File: config.mk
export PLATFORM = sky130hd
export DESIGN_NAME = spi_master_param
export DESIGN_NICKNAME = d
export VERILOG_FILES = /design/src/rtl/spi_master_param.sv
export SDC_FILE = /design/constraint.sdc
export NUM_CORES = 1
export LEC_CHECK = 0
export CORE_UTILIZATION = 40
export CTS_CLUSTER_DIAMETER = 30
export CTS_CLUSTER_SIZE = 10
export DETAILED_ROUTE_END_ITERATION = 6
export PLACE_DENSITY = 0.62
export SETUP_SLACK_MARGIN = 0.05
export SYNTH_ARGS = -nofsm -noshare
export SYNTH_HDL_FRONTEND = slang
export SYNTH_SLANG_ARGS = --single-unit
File: constraint.sdc
create_clock -name m_clk -period 6.1 [get_ports m_clk]
set_input_delay 0.915 -clock m_clk [delete_from_list [all_inputs] [get_ports m_clk]]
set_output_delay 0.915 -clock m_clk [all_outputs]
set_load 0.005 [all_outputs]
File: src/rtl/spi_master_param.sv
// Parametrised SPI master: FIFO-buffered transmit, full-duplex receive,
// programmable SCLK divider, run-time CPOL/CPHA latched per frame.
module spi_master_param #(
  parameter int unsigned DATA_W     = 8,
  parameter int unsigned FIFO_DEPTH = 4,
  parameter int unsigned CLK_DIV    = 2,
  parameter int unsigned MSB_FIRST  = 1
) (
  input  logic              m_clk,
  input  logic              n_reset,
  input  logic [DATA_W-1:0] data_in,
  input  logic              data_av,
  input  logic              cpol,
  input  logic              cpha,
  input  logic              spi_miso,
  output logic              spi_mosi_out,
  output logic              spi_sclk,
  output logic              spi_cs_n,
  output logic [DATA_W-1:0] rx_data,
  output logic              rx_valid,
  output logic              fifo_full,
  output logic              overflow,
  output logic              busy
);

  localparam int unsigned PTR_W  = $clog2(FIFO_DEPTH);
  localparam int unsigned CNT_W  = PTR_W + 1;
  localparam int unsigned DIV_W  = (CLK_DIV > 1) ? $clog2(CLK_DIV) : 1;
  localparam int unsigned EDGE_W = $clog2(2 * DATA_W);

  localparam logic [DIV_W-1:0]  DIV_LAST  = DIV_W'(CLK_DIV - 1);
  localparam logic [EDGE_W-1:0] EDGE_LAST = EDGE_W'(2 * DATA_W - 1);
  localparam logic [CNT_W-1:0]  CNT_FULL  = CNT_W'(FIFO_DEPTH);

  typedef enum logic [2:0] {
    ST_IDLE,
    ST_SETUP,
    ST_XFER,
    ST_HOLD,
    ST_GAP
  } state_e;

  // Bit-order helpers shared by the TX shift and the RX assembly.
  function automatic logic first_bit(input logic [DATA_W-1:0] w);
    return (MSB_FIRST != 0) ? w[DATA_W-1] : w[0];
  endfunction

  function automatic logic [DATA_W-1:0] shift_out(input logic [DATA_W-1:0] w);
    return (MSB_FIRST != 0) ? {w[DATA_W-2:0], 1'b0} : {1'b0, w[DATA_W-1:1]};
  endfunction

  function automatic logic [DATA_W-1:0] shift_in(input logic [DATA_W-1:0] w, input logic b);
    return (MSB_FIRST != 0) ? {w[DATA_W-2:0], b} : {b, w[DATA_W-1:1]};
  endfunction

  state_e              state_q, state_d;
  logic [DIV_W-1:0]    div_q, div_d;
  logic [EDGE_W-1:0]   edge_q, edge_d;
  logic [DATA_W-1:0]   tx_sh_q, tx_sh_d;
  logic [DATA_W-1:0]   rx_sh_q, rx_sh_d;
  logic                cpol_l_q, cpol_l_d;
  logic                cpha_l_q, cpha_l_d;
  logic                mosi_q, mosi_d;
  logic                sclk_q, sclk_d;
  logic                cs_n_q, cs_n_d;
  logic [DATA_W-1:0]   rx_data_q, rx_data_d;
  logic                rx_valid_q, rx_valid_d;
  logic                busy_q, busy_d;

  logic [DATA_W-1:0]   fifo_mem_q [FIFO_DEPTH];
  logic [PTR_W-1:0]    wr_ptr_q, wr_ptr_d;
  logic [PTR_W-1:0]    rd_ptr_q, rd_ptr_d;
  logic [CNT_W-1:0]    count_q, count_d;
  logic                full_q, full_d;
  logic                overflow_q, overflow_d;
  logic                push;
  logic                pop;
  logic                div_last;
  logic [DATA_W-1:0]   head;

  assign head = fifo_mem_q[rd_ptr_q];

  // FIFO bookkeeping; a push while full is dropped and flagged.
  always_comb begin
    push       = data_av & ~full_q;
    wr_ptr_d   = wr_ptr_q;
    rd_ptr_d   = rd_ptr_q;
    count_d    = count_q;
    if (push) wr_ptr_d = wr_ptr_q + PTR_W'(1);
    if (pop)  rd_ptr_d = rd_ptr_q + PTR_W'(1);
    case ({push, pop})
      2'b10:   count_d = count_q + CNT_W'(1);
      2'b01:   count_d = count_q - CNT_W'(1);
      default: count_d = count_q;
    endcase
    full_d     = (count_d == CNT_FULL);
    overflow_d = overflow_q | (data_av & full_q);
  end

  always_ff @(posedge m_clk) begin
    if (push) fifo_mem_q[wr_ptr_q] <= data_in;
  end

  // Frame sequencer; outputs are derived from the next-state values so they
  // change on the same edge as the state register.
  always_comb begin
    state_d    = state_q;
    div_d      = div_q;
    edge_d     = edge_q;
    tx_sh_d    = tx_sh_q;
    rx_sh_d    = rx_sh_q;
    cpol_l_d   = cpol_l_q;
    cpha_l_d   = cpha_l_q;
    mosi_d     = mosi_q;
    sclk_d     = sclk_q;
    cs_n_d     = cs_n_q;
    pop        = 1'b0;
    div_last   = (div_q == DIV_LAST);

    case (state_q)
      ST_IDLE: begin
        cs_n_d = 1'b1;
        sclk_d = cpol;
        if (count_q != '0) begin
          pop      = 1'b1;
          state_d  = ST_SETUP;
          div_d    = '0;
          cs_n_d   = 1'b0;
          cpol_l_d = cpol;
          cpha_l_d = cpha;
          if (!cpha) begin
            mosi_d  = first_bit(head);
            tx_sh_d = shift_out(head);
          end else begin
            tx_sh_d = head;
          end
        end
      end
      ST_SETUP: begin
        if (div_last) begin
          state_d = ST_XFER;
          div_d   = '0;
          edge_d  = '0;
        end else begin
          div_d = div_q + DIV_W'(1);
        end
      end
      ST_XFER: begin
        if (div_last) begin
          div_d  = '0;
          sclk_d = ~sclk_q;
          edge_d = edge_q + EDGE_W'(1);
          // Even edge index = leading edge; sample where parity matches cpha.
          if (edge_q[0] == cpha_l_q) begin
            rx_sh_d = shift_in(rx_sh_q, spi_miso);
          end else if (edge_q != EDGE_LAST) begin
            mosi_d  = first_bit(tx_sh_q);
            tx_sh_d = shift_out(tx_sh_q);
          end
          if (edge_q == EDGE_LAST) begin
            state_d = ST_HOLD;
            sclk_d  = cpol_l_q;
          end
        end else begin
          div_d = div_q + DIV_W'(1);
        end
      end
      ST_HOLD: begin
        if (div_last) begin
          state_d = ST_GAP;
          div_d   = '0;
          cs_n_d  = 1'b1;
        end else begin
          div_d = div_q + DIV_W'(1);
        end
      end
      ST_GAP: begin
        if (div_last) begin
          state_d = ST_IDLE;
          div_d   = '0;
          sclk_d  = cpol;
        end else begin
          div_d = div_q + DIV_W'(1);
        end
      end
      default: begin
        state_d = ST_IDLE;
        cs_n_d  = 1'b1;
      end
    endcase

    rx_valid_d = (state_d == ST_HOLD) && (div_d == DIV_LAST);
    rx_data_d  = rx_valid_d ? rx_sh_d : rx_data_q;
    busy_d     = (state_d != ST_IDLE);
  end

  always_ff @(posedge m_clk or negedge n_reset) begin
    if (!n_reset) begin
      state_q    <= ST_IDLE;
      div_q      <= '0;
      edge_q     <= '0;
      tx_sh_q    <= '0;
      rx_sh_q    <= '0;
      cpol_l_q   <= 1'b0;
      cpha_l_q   <= 1'b0;
      mosi_q     <= 1'b0;
      sclk_q     <= 1'b0;
      cs_n_q     <= 1'b1;
      rx_data_q  <= '0;
      rx_valid_q <= 1'b0;
      busy_q     <= 1'b0;
      wr_ptr_q   <= '0;
      rd_ptr_q   <= '0;
      count_q    <= '0;
      full_q     <= 1'b0;
      overflow_q <= 1'b0;
    end else begin
      state_q    <= state_d;
      div_q      <= div_d;
      edge_q     <= edge_d;
      tx_sh_q    <= tx_sh_d;
      rx_sh_q    <= rx_sh_d;
      cpol_l_q   <= cpol_l_d;
      cpha_l_q   <= cpha_l_d;
      mosi_q     <= mosi_d;
      sclk_q     <= sclk_d;
      cs_n_q     <= cs_n_d;
      rx_data_q  <= rx_data_d;
      rx_valid_q <= rx_valid_d;
      busy_q     <= busy_d;
      wr_ptr_q   <= wr_ptr_d;
      rd_ptr_q   <= rd_ptr_d;
      count_q    <= count_d;
      full_q     <= full_d;
      overflow_q <= overflow_d;
    end
  end

  assign spi_mosi_out = mosi_q;
  assign spi_sclk     = sclk_q;
  assign spi_cs_n     = cs_n_q;
  assign rx_data      = rx_data_q;
  assign rx_valid     = rx_valid_q;
  assign fifo_full    = full_q;
  assign overflow     = overflow_q;
  assign busy         = busy_q;

endmodule

### Word level (Yosys, flattened, before mapping)

Memories as Yosys holds them, arrays and structs flattened.
Cells that the tools add are included.

* flip-flop bits (word level): 48
* RAM bits: 32
* input port bits: 14
* output and inout port bits: 15
* logic and storage cells: 105
* memories: 1

* $add $sub $neg: 6
* equal/unequal tests: 19
* mux-type cells: 40
* bitwise logic cells: 6
* reductions and logical operators: 15

Memories
* fifo_mem_q: depth 4, width 8, read ports 1, clocked after memory_dff 0, write ports 1, RTL line 70 `logic [DATA_W-1:0] fifo_mem_q [FIFO_DEPTH];`

Operators by type and width (number)
* two-way mux 8 bit: 8
* two-way mux 3 bit: 6
* two-way mux 1 bit: 16
* != test 2 bit, second input constant: 8
* one-hot mux 8 bit (2 select lines): 1
* one-hot mux 3 bit (5 select lines): 1
* == test 3 x 2 -> 1 bit, second input constant: 3
* nonzero test 3 bit: 3
* two-way mux 4 bit: 2
* one-hot mux 4 bit (2 select lines): 1
* == test 3 bit, second input constant: 2
* one-hot mux 1 bit (3 select lines): 2
* one-hot mux 3 bit (2 select lines): 1
* AND reduction 3 bit: 2
* AND reduction 6 bit: 1
* AND reduction 5 bit: 1
* adder 2 x 1 -> 2 bit, second input constant: 2
* adder 4 x 1 -> 4 bit, second input constant: 1
* == test 4 bit, second input constant: 1
* != test 4 bit, second input constant: 1
* one-hot mux 1 bit (2 select lines): 2
* AND reduction 2 bit: 2
* nonzero test 2 bit: 2
* OR reduction 4 bit: 1
* other kinds (13): 16

### Longest topological paths before layout

* depth after elaboration: 6
* mapped depth: 12
* depth with buffers taken out: 9

### Worst setup path before layout

Ideal clock, no wire load.

* path type: flip-flop to flip-flop
* start point: reg state_q[0]
* end point: reg full_q (netlist: fifo_full)
* setup time: 0.088 ns
* data arrival time: 2.470 ns
* required time: 6.012 ns
* path slack: 3.542 ns
* cell stages (with the launch flop): 13
* buffers on the path: 3
* clock period less this slack: 2.558 ns
* cells stage by stage: dfrtp_1 -> buf_2 -> or2_0 -> clkbuf_1 -> nor3_4 -> buf_4 -> ha_1 -> inv_1 -> fa_1 -> xor2_1 -> nor2_1 -> xor2_1 -> nor3b_1

* word-level cells in the longest chain between the ends: 5
* elaborated cells on any way between the ends: 6
* classes of those cells: 3 x eq/ne; 2 x mux; 1 x reduce/logical

RTL lines
* start, declared: RTL line 56 `state_e state_q, state_d;`
* start signal, assigned: RTL line 218 `state_q <= state_d;`
* zero test 3 bit (*): RTL line 120 `case (state_q)`
* two-way mux 1 bit (*): RTL line 120
* net pop: RTL line 77 `logic pop;`
* == test 2 x 1 -> 1 bit / == test 2 bit (equally long branches): RTL line 91 `case ({push, pop})`
* one-hot mux 3 bit (2 select lines) (*): RTL line 91
* net count_d[2]: RTL line 73 `logic [CNT_W-1:0] count_q, count_d;`
* == test 3 bit (*): RTL line 96 `full_d = (count_d == CNT_FULL);`
* net full_d: RTL line 74 `logic full_q, full_d;`
* end signal, assigned: RTL line 234 `full_q <= full_d;`
* end, declared: RTL line 74

Mark *: on every way through the listed nets, which the timed path passes. The rest lies on a longest branch.
A chain may end at the register's enable or synchronous reset.

### Final worst setup path

* start point: reg state_q[0]
* end point: reg full_q (netlist: fifo_full)

* word-level cells in the longest chain between the ends: 5
* elaborated cells on any way between the ends: 6
* classes of those cells: 3 x eq/ne; 2 x mux; 1 x reduce/logical

RTL lines (RTL line)
* zero test 3 bit (*): 120
* two-way mux 1 bit (*): 120
* == test 2 x 1 -> 1 bit / == test 2 bit (equally long branches): 91
* one-hot mux 3 bit (2 select lines) (*): 91
* net count_d[2]: 73
* == test 3 bit (*): 96
* net full_d: 74

Marked as above.

==> reports/metrics.csv <==
stage,metric,value,unit
logic_synthesis,synth_nets,301,
setup_path,arrival,3.33,ns
grt,grt_max_degree,49,
floorplanning,die_w,97.13,um
final_layout,utilization,47.88,%
setup_path,r2r_start,state_q[0],
pwr,p_per_area,513.6,mW/mm^2
floorplanning,rows,34,
floorplanning,die-area,0.009433,sq mm
sta,maxSlewHeadroom,30.53,%
run,drv_cap,0,
pwr,leakagePower,1.674,nW
floorplanning,die-height,97.13,um
sta,finalSetupTns,0,ns
floorplanning,initial_core_util,41.51,%
routing,drcViolationCount,0,
clocking,post-cts-setup-buffers,0,
routing,drt_first_pass_iters,4,
sta,fin_skew,0.009081,ns
floorplanning,core,0.008721,sq mm
logic_synthesis,synth_edf_count,32,
place,place.gp.congestion,0.7252,
grt,grt_overflow,0,
sta,worst_hold_slack,0.4657,ns
setup_path,cp_max_fo,19,
logic_synthesis,syn_area,0.003620,sq mm
logic_synthesis,yosysTopAreaCell,dfrtp_1,
clocking,cts_tree,yes,
grt,first_global_vias,2156,
routing,antenna_left,0,
sta,worst_pin_slew,1.042,ns
clocking,cts_root_buf,clkbuf_8,
setup_path,crit_start,state_q[0],
place,dp.cells,399,
final_layout,fin_cells,415,
logic_synthesis,ys_seq_area_share,59.76,%
clocking,numCtsBuffers,9,
sta,slew_viol_final,0,
logic_synthesis,ys_top_cells_by_area,"dfrtp_1 32%, edfxtp_1 27%, mux2_2 6.2%",
final_layout,design_area,0.004175,sq mm
logic_synthesis,synth_cell_types,50,
setup_path,critical_path_class,reg -> reg,
logic_synthesis,yosys_warnings,0,
logic_synthesis,synth_common_cells,"47 x dfrtp_1, 32 x edfxtp_1, 20 x mux2_2, 18 x mux2i_1, 16 x nand2_1",
clocking,clkLatencyLatePin,0.35,ns
clocking,ctsHoldBuffers,0,
logic_synthesis,synth_most_common_cell,dfrtp_1,
setup_path,critPathRequiredTime,6.36,ns
place,dp_hpwl,4.345,mm
sta,rsz0062_at_grt,no,
hold_path,hold_path.class,reg -> reg,
logic_synthesis,synth_ff_type,dfrtp_1,
clocking,cts.repair.resized,0,
sta,fin_crit_sh,50.28,%
grt,grt_pass1_wl,10.68,mm
routing,vias,2222,
setup_path,cp-end-kind,flip-flop,
routing,vias_per_cell,5.354,
floorplanning,ios,29,
setup_path,worstSetupStartpointType,flip-flop,
logic_synthesis,synth_top_area_share,32.49,%
sta,final_hold_viol_count,0,
clocking,cts.sinks,80,
setup_path,ff2ff_path_depth,9,
setup_path,crit_end,fifo_full,
logic_synthesis,synth-seq-cells,80,
clocking,cts_max_level,3,
final_layout,antenna_cells,0,
sta,fmax,326.0,MHz
hold_path,min_delay_path_depth,1,
routing,wl_per_cell,15.24,um
sta,setup-violations-final,0,
sta,fin_crit,3.067,ns
setup_path,timing.rr.end,fifo_full,
final_layout,drive_gt1_share,14.33,%
final_layout,layout.nets,323,
clocking,clk_path_buf_depth,2,
final_layout,fill_cells,771,
setup_path,rrSetupSlack,3.03,ns
grt,grt_usage,14.44,%
routing,drt_iter0_drc,186,
clocking,clk_pin_slew_worst_paths,0.08,ns
final_layout,area_growth_syn_to_layout,15.35,%
routing,postRouteWirelength,6.326,mm
grt,grt_antenna_before_repair,0,
pwr,vdd_ir_drop_max,0.0002199,V
place,portBuffers,28,
logic_synthesis,synthArstFlopShare,60.00,%
run_status,outcome,"finished, final reports clean",
sta,worst_slack,3.033,ns
logic_synthesis,avgSynthCellArea,12.93,sq um
logic_synthesis,syn_inst,280,
place,dpl_worst_slack,3.018,ns
place,dpl-instance-area,0.003940,sq mm
pwr,total_power,2.145,mW
worst min path at each step:
stage	startpoint	end
2_1_floorplan	overflow	overflow
3_3_place_gp	overflow	overflow
3_5_place_dp	overflow	overflow
4_1_cts	overflow	overflow
5_1_grt	overflow	overflow
6_report	overflow	overflow
cells in the final DEF (no fill, tap or decap), types with 2 or more instances in the layout:
master / synthesis / final
nand2_1: 16 / 16
a21boi_0: 3 / 3
nor2_1: 8 / 8
bufinv_16: 0 / 3
and2_1: 6 / 6
a21oi_1: 6 / 6
nor3_2: 2 / 2
nand3_1: 10 / 10
a31oi_1: 8 / 8
a22oi_1: 14 / 14
nand2b_1: 4 / 4
o22ai_1: 3 / 3
ha_1: 6 / 6
clkdlybuf4s50_1: 0 / 27
xor2_1: 3 / 3
dfrtp_1: 47 / 47
nor2b_1: 3 / 3
clkbuf_8: 0 / 9
mux2_2: 20 / 20
nor3b_1: 2 / 2
inv_1: 7 / 7
edfxtp_1: 32 / 32
nor3_1: 8 / 8
xnor2_1: 4 / 4
o21ai_0: 10 / 10
mux2i_1: 18 / 18
kinds of logic (layout without fill, tap and decap cells):
group | after synthesis | after routing | share of synthesized area [%]
compound gates | 51 | 51 | 9.264
buf+inv | 24 | 51 | 3.215
xor+xnor | 8 | 8 | 2.143
flops | 80 | 80 | 59.77
mux | 38 | 38 | 11.20
fa+ha+maj | 7 | 7 | 2.627
simple gates | 72 | 72 | 11.79
sequential cells by signal (all words and copies together), names as in the netlist:
signal        flops
rx_valid          1
state_q           3
tx_sh_q           8
spi_mosi_out      1
rx_data           8
div_last          1
cpol_l_q          1
spi_sclk          1
rd_ptr_q          2
fifo_mem_q       32
edge_q            4
count_q           3
fifo_full         1
rx_sh_q           8
wr_ptr_q          2
busy              1
cpha_l_q          1
overflow          1
spi_cs_n          1
power by group:
part	internal (mW)	leakage (nW)	switching [mW]	total, mW
Clock	0.271	0.118	0.185	0.455
Combinational	0.386	0.675	0.391	0.777
Sequential	0.746	0.880	0.167	0.913
Total	1.40	1.67	0.742	2.14
per-layer routing:
layer  routed length (um)  track usage (%)  share of wire, %
met4                   85            6.544               1.3
met2                 3006            21.67                48
met3                  242            3.237               3.8
met1                 2991            20.06                47
met5                    0                0                 0
final cells by class:
class / instances / area, sq um / share of cell area (%)
Sequential cell: 80 / 2163 / 51.81
Multi-Input combinational cell: 176 / 1340 / 32.09
Timing Repair Buffer: 28 / 275.3 / 6.593
Tap cell: 108 / 135.1 / 3.236
Clock buffer: 10 / 127.6 / 3.057
Clock inverter: 6 / 107.6 / 2.577
Inverter: 7 / 26.28 / 0.6293
worst max-delay path: stages, from the launching register on:
cell and delay, ns:
dfrtp_1 0.56, or2_0 0.43, nor3_4 0.59, ha_1 0.30, inv_1 0.06, fa_1 0.37, xor2_1 0.15, nor2_1 0.12
xor2_1 0.21, nor3b_1 0.20
No activity file was read; power rests on OpenSTA's default activity.
